<file path="config.mk">
export PLATFORM = sky130hd
export DESIGN_NAME = controlador_display
export DESIGN_NICKNAME = d
export VERILOG_FILES = /design/src/rtl/display_pkg.sv /design/src/rtl/bcd_a_7seg.sv /design/src/rtl/controlador_display.sv
export SDC_FILE = /design/constraint.sdc
export NUM_CORES = 1
export LEC_CHECK = 0
export ABC_CLOCK_PERIOD_IN_PS = 4800
export CORE_ASPECT_RATIO = 1.5
export CORE_MARGIN = 5
export CORE_UTILIZATION = 40
export CTS_CLUSTER_SIZE = 40
export DETAILED_ROUTE_END_ITERATION = 16
export GPL_TIMING_DRIVEN = 0
export MAX_ROUTING_LAYER = met4
export SYNTH_ARGS = -nofsm -noshare
export SYNTH_HDL_FRONTEND = slang
export SYNTH_SLANG_ARGS = --single-unit
</file>
<file path="constraint.sdc">
create_clock -name clk -period 4.8 [get_ports clk]
set_input_delay 0.96 -clock clk [delete_from_list [all_inputs] [get_ports clk]]
set_output_delay 0.96 -clock clk [all_outputs]
set_load 0.02 [all_outputs]
</file>
<file path="src/rtl/display_pkg.sv">
// ---------------------------------------------------------------------------
// display_pkg
// Shared definitions for the two-digit multiplexed 7-segment controller:
//   - estado_t    : scan FSM states
//   - SEG_*       : active-low segment patterns, bit order {g,f,e,d,c,b,a}
//   - AN_*        : active-low anode patterns, bit0 units, bit1 tens
//   - ANCHO_CNT   : width of the refresh counter
// ---------------------------------------------------------------------------
package display_pkg;

    localparam int ANCHO_CNT = 16;

    typedef enum logic [1:0] {
        INICIO   = 2'd0,
        UNIDADES = 2'd1,
        DECENAS  = 2'd2
    } estado_t;

    localparam logic [6:0] SEG_0        = 7'b1000000;
    localparam logic [6:0] SEG_1        = 7'b1111001;
    localparam logic [6:0] SEG_2        = 7'b0100100;
    localparam logic [6:0] SEG_3        = 7'b0110000;
    localparam logic [6:0] SEG_4        = 7'b0011001;
    localparam logic [6:0] SEG_5        = 7'b0010010;
    localparam logic [6:0] SEG_6        = 7'b0000010;
    localparam logic [6:0] SEG_7        = 7'b1111000;
    localparam logic [6:0] SEG_8        = 7'b0000000;
    localparam logic [6:0] SEG_9        = 7'b0010000;
    localparam logic [6:0] SEG_GUION    = 7'b0111111;
    localparam logic [6:0] SEG_APAGADO  = 7'b1111111;

    localparam logic [1:0] AN_NINGUNO   = 2'b11;
    localparam logic [1:0] AN_UNIDADES  = 2'b10;
    localparam logic [1:0] AN_DECENAS   = 2'b01;

endpackage

</file>
<file path="src/rtl/bcd_a_7seg.sv">
// ---------------------------------------------------------------------------
// bcd_a_7seg
// Combinational BCD nibble to active-low 7-segment encoder.
// Ports:
//   nibble    in  [3:0]  digit value; 10..15 are not BCD and show a dash
//   segmentos out [6:0]  active-low segments {g,f,e,d,c,b,a}
// ---------------------------------------------------------------------------
module bcd_a_7seg
    import display_pkg::*;
(
    input  logic [3:0] nibble,
    output logic [6:0] segmentos
);

    always_comb begin
        case (nibble)
            4'd0:    segmentos = SEG_0;
            4'd1:    segmentos = SEG_1;
            4'd2:    segmentos = SEG_2;
            4'd3:    segmentos = SEG_3;
            4'd4:    segmentos = SEG_4;
            4'd5:    segmentos = SEG_5;
            4'd6:    segmentos = SEG_6;
            4'd7:    segmentos = SEG_7;
            4'd8:    segmentos = SEG_8;
            4'd9:    segmentos = SEG_9;
            default: segmentos = SEG_GUION;
        endcase
    end

endmodule

</file>
<file path="src/rtl/controlador_display.sv">
// ---------------------------------------------------------------------------
// controlador_display
// Two-digit multiplexed 7-segment display controller with a one-entry
// pending register. New data is accepted with a valid/ready handshake and
// is only promoted to the visible display register at a frame boundary
// (the edge entering UNIDADES), so a frame never mixes old and new digits.
//
// Parameters:
//   DIV_REFRESCO  clk cycles each digit stays lit per scan slot (2..65535)
// Ports:
//   clk         in        sole clock, rising edge
//   rst_n       in        asynchronous active-low reset
//   DatoBCD     in  [7:0] packed BCD, [7:4] tens, [3:0] units
//   DatoValido  in        producer has valid DatoBCD
//   Listo       out       block accepts DatoBCD this cycle
//   Segmentos   out [6:0] active-low segments {g,f,e,d,c,b,a}
//   Anodos      out [1:0] active-low digit enables, bit0 units, bit1 tens
// Configuration:
//   BLANQUEO_CEROS_EN  when defined, a leading-zero tens digit is blanked
//                      (anodes off) while keeping slot timing unchanged.
// ---------------------------------------------------------------------------
module controlador_display
    import display_pkg::*;
#(
    parameter int DIV_REFRESCO = 1000
)(
    input  logic       clk,
    input  logic       rst_n,
    input  logic [7:0] DatoBCD,
    input  logic       DatoValido,
    output logic       Listo,
    output logic [6:0] Segmentos,
    output logic [1:0] Anodos
);

    localparam logic [ANCHO_CNT-1:0] CNT_MAX = ANCHO_CNT'(DIV_REFRESCO - 1);

    estado_t              estado_q, estado_d;
    logic [ANCHO_CNT-1:0] cnt_q, cnt_d;
    logic [7:0]           disp_q, disp_d;
    logic [7:0]           pend_q, pend_d;
    logic                 pend_lleno_q, pend_lleno_d;
    logic                 listo_q, listo_d;
    logic [6:0]           seg_q, seg_d;
    logic [1:0]           anodos_q, anodos_d;

    logic                 frontera;
    logic                 transferencia;
    logic [3:0]           nibble;
    logic [6:0]           seg_cod;

    // Next-state, counter and data-path registers.
    always_comb begin
        // NOTE: every signal gets a default first so no path leaves it
        // unassigned; otherwise synthesis infers a latch.
        estado_d     = estado_q;
        cnt_d        = cnt_q;
        disp_d       = disp_q;
        pend_d       = pend_q;
        pend_lleno_d = pend_lleno_q;
        frontera     = 1'b0;

        case (estado_q)
            INICIO: begin
                estado_d = UNIDADES;
                cnt_d    = '0;
                frontera = 1'b1;
            end
            UNIDADES: begin
                if (cnt_q == CNT_MAX) begin
                    estado_d = DECENAS;
                    cnt_d    = '0;
                end else begin
                    cnt_d = cnt_q + 1'b1;
                end
            end
            DECENAS: begin
                if (cnt_q == CNT_MAX) begin
                    estado_d = UNIDADES;
                    cnt_d    = '0;
                    frontera = 1'b1;
                end else begin
                    cnt_d = cnt_q + 1'b1;
                end
            end
            default: begin
                estado_d = INICIO;
                cnt_d    = '0;
            end
        endcase

        transferencia = DatoValido && listo_q;

        // Promote first, then capture: a transfer on the boundary edge can
        // only happen with the pending slot empty, so it lands in pending
        // and is shown from the following frame.
        if (frontera && pend_lleno_q) begin
            disp_d       = pend_q;
            pend_lleno_d = 1'b0;
        end
        if (transferencia) begin
            pend_d       = DatoBCD;
            pend_lleno_d = 1'b1;
        end

        listo_d = (estado_d != INICIO) && !pend_lleno_d;
    end

    // Outputs are computed from next-state values so the registered
    // Segmentos/Anodos change on the same edge as the state.
    assign nibble = (estado_d == DECENAS) ? disp_d[7:4] : disp_d[3:0];

    bcd_a_7seg u_bcd_a_7seg (
        .nibble    (nibble),
        .segmentos (seg_cod)
    );

    always_comb begin
        anodos_d = AN_NINGUNO;
        seg_d    = SEG_APAGADO;
        case (estado_d)
            UNIDADES: begin
                anodos_d = AN_UNIDADES;
                seg_d    = seg_cod;
            end
            DECENAS: begin
`ifdef BLANQUEO_CEROS_EN
                if (disp_d[7:4] != 4'd0) begin
                    anodos_d = AN_DECENAS;
                    seg_d    = seg_cod;
                end
`else
                anodos_d = AN_DECENAS;
                seg_d    = seg_cod;
`endif
            end
            default: begin
                anodos_d = AN_NINGUNO;
                seg_d    = SEG_APAGADO;
            end
        endcase
    end

    // Single state register for FSM, data path and registered outputs.
    always_ff @(posedge clk or negedge rst_n) begin
        if (!rst_n) begin
            estado_q     <= INICIO;
            cnt_q        <= '0;
            disp_q       <= 8'h00;
            pend_q       <= 8'h00;
            pend_lleno_q <= 1'b0;
            listo_q      <= 1'b0;
            seg_q        <= SEG_APAGADO;
            anodos_q     <= AN_NINGUNO;
        end else begin
            // NOTE: non-blocking assignments so every flop samples the
            // pre-edge values, independent of statement order.
            estado_q     <= estado_d;
            cnt_q        <= cnt_d;
            disp_q       <= disp_d;
            pend_q       <= pend_d;
            pend_lleno_q <= pend_lleno_d;
            listo_q      <= listo_d;
            seg_q        <= seg_d;
            anodos_q     <= anodos_d;
        end
    end

    assign Listo     = listo_q;
    assign Segmentos = seg_q;
    assign Anodos    = anodos_q;

endmodule

</file>
Word level (Yosys, flattened, before mapping):

Memories as Yosys holds them, arrays and structs flattened.
Index checks and enable logic that the tools add are counted.

* output and inout port bits: 10
* bits in read-only memories: 112
* RAM bits: 0
* input port bits: 11
* bits in latches: 0
* flip-flop bits (word level): 45
* memories: 1

Memories
* (no name shown): depth 16, width 7, rd ports 1, clocked after Yosys merged registers in 0, write ports 0, RTL line bcd_a_7seg.sv:16 `case (nibble)`

* divide/modulo/power cells: 0
* reductions and logical operators: 8
* $lt $le $gt $ge: 0
* multiply operators: 0
* shifts and indexed selects: 0
* bitwise gates (word level): 0
* $add $sub $neg: 1
* muxes and demuxes: 13
* equal/unequal tests: 5

Operator list (number)
* $mux 16: 2
* $add 16x1->16 const B: 1
* $eq 16x10->1 const B: 1
* $mux 8: 1
* $mux 7: 1
* $pmux 2 s3: 1
* $eq 2x1->1 const B: 2
* $eq 2x2->1 const B: 2
* $mux 2: 2
* $mux 4: 1
* $pmux 2 s2: 1
* $reduce_or 2->1: 2
* $logic_and 1x1->1: 3
* $mux 1: 3
* $logic_not 2->1: 1
* $pmux 1 s2: 1
* $reduce_bool 2->1: 1
* $logic_not 1->1: 1

Longest topological paths before layout:

Gate-level depths: netlist of the first run.

* depth after elaboration: 8
* mapped depth: 13

Modules after synthesis:

From an unflattened synthesis of the first run, not the netlist that was laid out.

* cells, all modules: 200
* area total of the unflattened synthesis: 2333.5 um2

Modules (own cells, without submodules)
* controlador_display: times used 1, area an instance 2093.3 um2, sequential area each 1137.3 um2, cells an instance 169
* bcd_a_7seg: times used 1, area an instance 240.2 um2, sequential area each 0.0 um2, cells an instance 31

Least setup slack after synthesis of the first run:

No wires, ideal clock.

* path type: register -> register
* start: reg cnt_q[0]
* end: reg seg_q[4] (netlist: Segmentos[4])
* arrival: 2554 ps
* cell stages (with the launch flop): 14
* required time: 4723 ps
* path slack: 2170 ps
* library setup time: 77 ps
* clock period less this slack: 2630 ps
* path buffers: 0
* path through: dfrtp_1 > ha_1 > and4_1 > nand4_4 > o21ai_4 > mux2i_1 > mux2i_1 > inv_1 > ha_1 > inv_1 > nand2b_1 > o22ai_1 > a211o_1 > a21o_1

* longest elaborated chain between the ends: 8
* elaborated cells between the ends (all ways): 14
* classes of those cells: eq/ne: 3; mux: 8; reduce/logical: 2; memory: 1

RTL lines
* start, declared: RTL line controlador_display.sv:39 `logic [ANCHO_CNT-1:0] cnt_q, cnt_d;`
* start signal, assigned: RTL line controlador_display.sv:159 `cnt_q <= cnt_d;`
* $eq 16x10->1 *: RTL line controlador_display.sv:70, controlador_display.sv:78
* $mux 1: RTL line controlador_display.sv:78 `if (cnt_q == CNT_MAX) begin`
* $pmux 1 s2: RTL line controlador_display.sv:63 `case (estado_q)`
* $logic_and 1x1->1: RTL line controlador_display.sv:97 `if (frontera && pend_lleno_q) begin`
* $mux 8: RTL line controlador_display.sv:97
* $mux 4: RTL line controlador_display.sv:111 `assign nibble = (estado_d == DECENAS) ? disp_d[7:4] : disp_d[3:0];`
* $mem_v2 16x7
* $mux 7 *: RTL line controlador_display.sv:121 `case (estado_d)`
* net seg_d[4]: RTL line controlador_display.sv:44 `logic [6:0] seg_q, seg_d;`
* end signal, assigned: RTL line controlador_display.sv:164 `seg_q <= seg_d;`
* end, declared: RTL line controlador_display.sv:44

The timed path passes the listed nets; every way through them passes the cells marked *.
A chain may end at the register's enable or synchronous reset.

Worst setup path in the final report of the first run:

* start: reg estado_q[0]
* end: reg seg_q[4] (netlist: Segmentos[4])

* longest elaborated chain between the ends: 7
* elaborated cells between the ends (all ways): 15
* classes of those cells: eq/ne: 4; mux: 7; reduce/logical: 3; memory: 1

RTL lines
* start, declared: RTL line controlador_display.sv:38 `estado_t estado_q, estado_d;`
* start signal, assigned: RTL line controlador_display.sv:158 `estado_q <= estado_d;`
* $eq 2x2->1 / $logic_not 2->1 (equally long branches): RTL line controlador_display.sv:63
* $pmux 1 s2: RTL line controlador_display.sv:63
* $logic_and 1x1->1: RTL line controlador_display.sv:97
* $mux 8: RTL line controlador_display.sv:97
* $mux 4: RTL line controlador_display.sv:111
* $mem_v2 16x7
* $mux 7 *: RTL line controlador_display.sv:121
* net seg_d[4]: RTL line controlador_display.sv:44

Marks and branches as above.

==> metrics.txt, run 1 <==
wire per inst 13.3 µm; WHS Endpoint cnt_q[0]; Cell Rows 33; total wire length 3930 µm; ys flop type dfrtp_1; FF+latch count, synth 45; # diodes 0; Max Slew Vio Count 0; clk_lat worst skew 0.30 ns; grt total ovfl 0; post-cts resize count 0; Total GRT Usage 12.4%; multi-input combinational cell area 986 µm²; kind of critical path flip-flop to flip-flop; Final Hold Viols 0; hold path start cnt_q[0]; CTS Hold Buffers Added 0; Worst-path clk slew 0.09 ns; die height 101 µm; largest net degree at the start of global routing 36; Max stage delay on crit path 0.50 ns; post-synth top area cell dfrtp_1; post-synthesis sequential area ratio 51.7%; Slew @ Worst Pin 0.527 ns; number of global-route vias before repair 1,443; design area 0.00260 mm²; Leak 1.23 nW; Worst slew margin 63.8%; synthesized cell area 0.00220 mm²; via count 1,437; most frequent cells in the layout dfrtp_1, nor2_1, clkdlybuf4s50_1; first-pass GRT wire length 6790 µm; CP endpoint kind flip-flop; core area 0.00541 mm²; # Max-Cap Violations 0; R2R Setup Slk 1.75 ns; minimum clock period 3.05 ns; Area after DPL 0.00250 mm²; critical path's slowest cell mux2i_1; Startpoint Class flip-flop; FF/Latch Area 0.00114 mm²; commonest non-fill, non-tap cell in the layout dfrtp_1; Yosys top cell area share 41.0%; ANT nets after route 0; Initial DRT Pass Iterations 3; Root Driver clkbuf_8; layout cells sized above 1 16.8%; Critical Path RT 5.05 ns; drt drc 0; Peak VDD IR 227 µV; most used cell, CP inv_1; Layout area overhead 18.2%; initial antenna violation count 0; final setup TNS 0 ns; Max Root-Sink Buffers 2; I/O pins 21; Max Freq 328 MHz; die footprint 0.00711 mm²; Setup violations, final 0; Tcrit/Tclk final 63.6%; post-synthesis cell type count 38; # clock sinks 45; RR Startpoint estado_q[0]; reg-to-reg endpoint Segmentos[4]; Power Density 276 mW/mm²; Initial Utilization 40.7%; Hold Crit Class flip-flop to flip-flop; syn_area_per_cell 11.2 µm²; status finished, final reports clean; vias per cell 4.85; crit path DAT 3.30 ns; Die X 70.5 µm; GP Congestion 0.841; RSZ-0062 raised after global routing false; IO buf count 20; Fin Clk Skew 0.00792 ns; fill count 513; asr flop ratio synth 100%; CTS Buf Count 5; Register-to-Register Path Depth 13; CP Cell Sequence ha_1 -> buf_1 -> inv_1 -> and3_1 -> mux2i_4 -> mux2i_1 -> inv_1 -> ha_1 -> inv_1 -> nand2b_1 -> o22ai_1 -> a211o_1 -> a21o_1; Final nets 247; synth warn 0; violation count after the first detailed-route iteration 49; Post-Synthesis Cells 197; Post-CTS Setup Repair Bufs 0; Area contributors post-synth dfrtp_1, dfstp_2, ha_1; Post-Syn Nets 219; CTS tree yes; CP max FO 8; Post-synth EDFFs 0; level count of the clock H-tree 2; WHS Path Cells 1; detailed placer's ending HPWL 2930 µm
## metal layers
metal | routed length [µm] | vias to the layer above | global-route usage, %
li1 | - | 717 | -
met4 | 71 | 0 | 4.78
met1 | 1690 | 699 | 13.8
met2 | 2080 | 16 | 21.6
met5 | 0 | - | -
met3 | 94 | 5 | 2.69
## cell type report
cell class                      instances  area share (%)
Tap cell                               70            3.37
Sequential cell                        45            43.7
Multi-Input combinational cell        132            37.9
Clock buffer                            5            2.65
Clock inverter                          3            1.11
Inverter                               17            2.45
Buffer                                  3           0.481
Timing Repair Buffer                   21            8.28
## where the power goes
part / switching (mW) / internal [mW] / total (mW)
clock: 0.144 / 0.110 / 0.254
combinational: 0.0168 / 0.0292 / 0.0460
sequential: 0.0131 / 0.405 / 0.418
total: 0.174 / 0.544 / 0.719
## flip-flops by register name (all words and copies together), names as in the netlist
name          flops
cnt_q            16
disp_q            8
pend_q            8
Segmentos         7
Anodos            2
estado_q          2
Listo             1
pend_lleno_q      1
## worst max-delay path: cells and delay by family (launching register included)
family | cells | cell delay [ns]
buf+inv | 4 | 0.71
mux | 2 | 0.84
fa+ha+maj | 2 | 0.37
simple gates | 2 | 0.29
compound gates | 3 | 0.38
flops | 1 | 0.42
## synth_stat cells (2+ instances only)
| cell type | count |
|---|---|
| mux2_2 | 9 |
| nor2_1 | 23 |
| or3_1 | 5 |
| nand3_1 | 5 |
| nand2_1 | 15 |
| mux2i_1 | 13 |
| o21ai_0 | 9 |
| and3_1 | 3 |
| nand4_1 | 2 |
| dfrtp_1 | 36 |
| a21o_1 | 2 |
| xor2_1 | 8 |
| inv_1 | 17 |
| ha_1 | 11 |
| xnor2_1 | 2 |
| dfstp_2 | 9 |
| a21oi_1 | 7 |
## worst max-delay path by stage
stage                     start            to  slack [ns]  depth (start not counted)
finish              estado_q[0]  Segmentos[4]        1.75                         13
global route        estado_q[1]  Segmentos[4]        1.51                         13
CTS                 estado_q[0]  Segmentos[4]        1.68                         13
detailed placement  estado_q[1]  Segmentos[4]        1.71                         13
global placement          rst_n     disp_q[5]        1.46                          1
floorplan              cnt_q[0]  Segmentos[4]        2.17                         13
## logic make-up (layout without fill, tap and decap cells)
family / count (synthesis) / after routing / synth area share (%)
and+or+nand+nor: 62 / 62 / 15.1
muxes: 24 / 24 / 12.2
xor gates and xnor gates: 10 / 10 / 3.98
DFF: 45 / 45 / 51.7
adders and majority gates: 11 / 11 / 6.26
buffers and inverters: 20 / 49 / 3.47
AOI/OAI and AO/OA: 25 / 25 / 7.28
## stage by stage
step	hold WS (ns)	cells	util [%]	setup slack, ns	power, mW
5_1_grt	0.478	296	48.1	1.51	0.754
3_5_place_dp	0.448	288	46.3	1.71	0.473
2_1_floorplan	0.433	197	-	2.17	0.447
3_3_place_gp	0.452	287	46.0	1.46	0.470
4_1_cts	0.461	296	48.1	1.68	0.732
6_report	0.461	296	48.1	1.75	0.719
No activity file was read; power rests on OpenSTA's default activity.
==> run 2: changes to the inputs <==
Settings changed: ABC_CLOCK_PERIOD_IN_PS 4800 to 3000.
Clock period 4.8 ns to 3 ns, I/O delays scaled along.
==> metrics.txt, run 2 (synthesis results as in run 1) <==
total wire length 3950 µm; Max Slew Vio Count 0; CTS Buf Count 5; CTS Hold Buffers Added 0; status finished, final reports clean; violation count after the first detailed-route iteration 44; Initial DRT Pass Iterations 3; Worst slew margin 64.4%; most flop-heavy register cnt_q; final setup TNS 0 ns; # clock sinks 45; number of global-route vias before repair 1,449; Die X 70.5 µm; CTS tree yes; Critical Path RT 3.24 ns; Worst-path clk slew 0.10 ns; kind of critical path flip-flop to flip-flop; vias per cell 4.84; Final Hold Viols 0; Peak VDD IR 365 µV; minimum clock period 2.81 ns; crit path DAT 3.05 ns; Fin Hold WS 0.155 ns; Startpoint Class flip-flop; ANT nets after route 0; die footprint 0.00711 mm²; Cell Rows 33; Tcrit/Tclk final 93.8%; commonest non-fill, non-tap cell in the layout dfrtp_1; Fin Clk Skew 0.00812 ns; Initial Utilization 40.7%; CP max FO 9; largest net degree at the start of global routing 36; Slew @ Worst Pin 0.519 ns; Power Density 434 mW/mm²; Setup violations, final 0; drt drc 0; grt total ovfl 0; detailed placer's ending HPWL 2930 µm; clk_lat worst skew 0.31 ns; core area 0.00541 mm²; level count of the clock H-tree 2; PnR worst setup slack 0.187 ns; most frequent cells in the layout dfrtp_1, nor2_1, clkdlybuf4s50_1; die height 101 µm; Max Freq 355 MHz; Max Root-Sink Buffers 2; first-pass GRT wire length 6780 µm; Total GRT Usage 12.4%; layout cells sized above 1 19.5%; largest registers cnt_q: 16 flops, disp_q: 8 flops, pend_q: 8 flops; via count 1,457; IO buf count 20; pre-CTS setup slack -0.0874 ns; I/O pins 21; initial antenna violation count 0; # diodes 0; CP endpoint kind flip-flop; max reg flops 16; wire per inst 13.1 µm; RSZ-0062 raised after global routing false; # Max-Cap Violations 0; Hold Crit Class input port to asynchronous set/reset pin; Leak 1.25 nW; Layout area overhead 20.6%; Power Total 1.15 mW; GP Congestion 0.841; Root Driver clkbuf_8; Final nets 252
## run 2: changes by cell type in the layout (fill, tap and decap cells not counted)
cell	before	now
buf_4	0	6
buf_1	1	0
mux2i_1	13	12
mux2i_4	1	2
## run 2: report_power, final
group          internal, mW  switching [mW]  leakage [nW]
sequential            0.648          0.0207         0.558
combinational        0.0468          0.0270         0.639
clock                 0.176           0.233        0.0511
## run 2: critical path, cell delays in order (launching register included)
cell,delay [ns]
dfrtp_1,0.37
ha_1,0.23
and4_1,0.26
nand4_4,0.21
o21ai_4,0.26
buf_4,0.16
mux2i_1,0.21
mux2_2,0.26
ha_1,0.16
inv_1,0.06
nand2b_1,0.07
o22ai_1,0.08
a211o_1,0.23
a21o_1,0.17
## run 2: final cells by class
type / instances / area [µm²]
Buffer: 2 / 8.76
Clock buffer: 5 / 68.8
Clock inverter: 3 / 28.8
Fill cell: 514 / 2760
Inverter: 17 / 63.8
Multi-Input combinational cell: 132 / 998
Sequential cell: 45 / 1140
Tap cell: 70 / 87.6
Timing Repair Buffer: 27 / 260
## run 2: final timing paths
path,start,endpoint,slack [ns],cells after the start
max in group asynchronous,rst_n,Anodos[1],2.30,2
min reg2reg,cnt_q[0],cnt_q[0],0.46,1
min in group clk,cnt_q[0],cnt_q[0],0.46,1
max reg2reg,cnt_q[0],Segmentos[4],0.19,13
max,cnt_q[0],Segmentos[4],0.19,13
min,rst_n,pend_q[7],0.16,1
## run 2: what timing repair did
action,CTS,global route
endpoints found under the setup margin,3,4
cloned,0,0
pin swaps,1,0
gates resized for setup,2,0
setup buffers,2,4
## run 2: per-layer routing
layer	vias up	routed length (µm)	share of wire [%]	GRT usage, %
met3	5	98	2.5	2.69
met5	-	0	0	-
met1	710	1690	43	13.7
li1	726	-	-	-
met4	0	71	1.8	4.78
met2	16	2100	53	21.6
## run 2: stage by stage
stage          area [µm²]  cells  utilization (%)
2_1_floorplan        2200    197                -
3_3_place_gp         2490    287             46.0
3_5_place_dp         2500    288             46.3
4_1_cts              2630    298             48.6
5_1_grt              2650    301             49.1
6_report             2650    301             49.1
==> run 3: changes to the inputs <==
Settings changed: ABC_CLOCK_PERIOD_IN_PS 3000 to 3410, CORE_UTILIZATION 40 to 61, PLACE_DENSITY set to 0.84.
Clock period 3 ns to 3.41 ns, I/O delays scaled along.
==> metrics.txt, run 3 (synthesis results as in run 1) <==
max reg flops 16; # diodes 0; Tcrit/Tclk final 90.3%; Fin Clk Skew 0.00652 ns; detailed placer's ending HPWL 3120 µm; final setup TNS 0 ns; kind of critical path flip-flop to flip-flop; via count 1,486; crit path DAT 3.32 ns; CTS Hold Buffers Added 0; die footprint 0.00493 mm²; pre-CTS setup slack 0.321 ns; Leak 1.23 nW; Power Density 412 mW/mm²; wire per inst 15.4 µm; level count of the clock H-tree 2; IO buf count 20; grt total ovfl 0; Die X 59.0 µm; Hold Crit Class input port to asynchronous set/reset pin; drt drc 0; layout cells sized above 1 16.4%; most frequent cells in the layout dfrtp_1, nor2_1, clkdlybuf4s50_1; vias per cell 5.54; Register-to-Register Path Depth 13; Startpoint Class flip-flop; most flop-heavy register cnt_q; Peak VDD IR 344 µV; Layout area overhead 17.5%; core area 0.00345 mm²; fin util 74.9%; Max Freq 325 MHz; Slew @ Worst Pin 0.535 ns; Cell Rows 26; post-cts resize count 0; Initial DRT Pass Iterations 4; CP endpoint kind flip-flop; largest net degree at the start of global routing 32; Setup violations, final 0; Total GRT Usage 18.9%; status finished, final reports clean; number of global-route vias before repair 1,635; Max Root-Sink Buffers 2; Final nets 247; Max Slew Vio Count 0; largest registers cnt_q: 16 flops, disp_q: 8 flops, pend_q: 8 flops; GP Congestion 0.874; # clock sinks 45; Initial Utilization 63.8%; die height 83.5 µm; first-pass GRT wire length 7140 µm; total wire length 4130 µm; Worst-path clk slew 0.08 ns; Critical Path RT 3.65 ns; RSZ-0062 raised after global routing false; I/O pins 21; PnR worst setup slack 0.331 ns; ANT nets after route 0; CP max FO 8; # Max-Cap Violations 0; Worst slew margin 63.3%; Final Hold Viols 0; commonest non-fill, non-tap cell in the layout dfrtp_1; Root Driver clkbuf_8; initial antenna violation count 0; violation count after the first detailed-route iteration 49; clk_lat worst skew 0.29 ns; CTS Buf Count 5; Post-CTS Setup Repair Bufs 0; CTS tree yes; minimum clock period 3.08 ns
run 3: changes by cell type in the layout (fill, tap and decap cells not counted), sizes merged:
cell | before | now
buf | 9 | 4
bufinv | 0 | 1
clkbuf | 6 | 8
inv | 20 | 17
run 3: layout make-up:
class | count | area [µm²]
inverters | 17 | 63.8
multi-input cells | 132 | 986
fillers | 242 | 865
repair buffers | 21 | 215
clock inverters | 1 | 30.0
plain buffers | 3 | 12.5
flip-flops and latches | 45 | 1140
well taps | 42 | 52.6
clock buffers | 7 | 86.3
run 3: worst paths after layout:
check,slack [ns],start,to
max,0.33,estado_q[1],Segmentos[4]
min,0.29,rst_n,estado_q[0]
max reg2reg,0.33,estado_q[1],Segmentos[4]
min reg2reg,0.48,cnt_q[0],cnt_q[0]
max in group asynchronous,2.58,rst_n,Segmentos[4]
min in group clk,0.48,cnt_q[0],cnt_q[0]
run 3: power breakdown:
group          switching [mW]  leakage [nW]  internal (mW)
Clock                   0.167        0.0585          0.239
Combinational          0.0255         0.617         0.0413
Sequential             0.0198         0.558          0.571
run 3: stage by stage:
stage	power, mW	area (µm²)	hold slack (ns)	cells
floorplan	0.630	2200	0.386	197
global placement	0.659	2450	0.456	259
detailed placement	0.669	2470	0.469	260
CTS	1.07	2580	0.289	268
global route	1.11	2580	0.302	268
finish	1.06	2580	0.289	268
run 3: metal layers:
layer | up-vias | share of wire (%) | track usage [%]
li1 | 724 | - | -
met1 | 715 | 37 | 19.7
met2 | 35 | 57 | 32.8
met3 | 12 | 3.7 | 4.64
met4 | 0 | 2.7 | 7.84
met5 | - | 0 | -
run 3: critical path: stages (launching register included):
cell and delay (ns):
dfrtp_1 0.41, ha_1 0.16, buf_1 0.29, inv_1 0.17
and3_1 0.22, mux2i_4 0.32, mux2i_1 0.54, inv_1 0.16
ha_1 0.21, inv_1 0.10, nand2b_1 0.07, o22ai_1 0.16
a211o_1 0.11, a21o_1 0.11
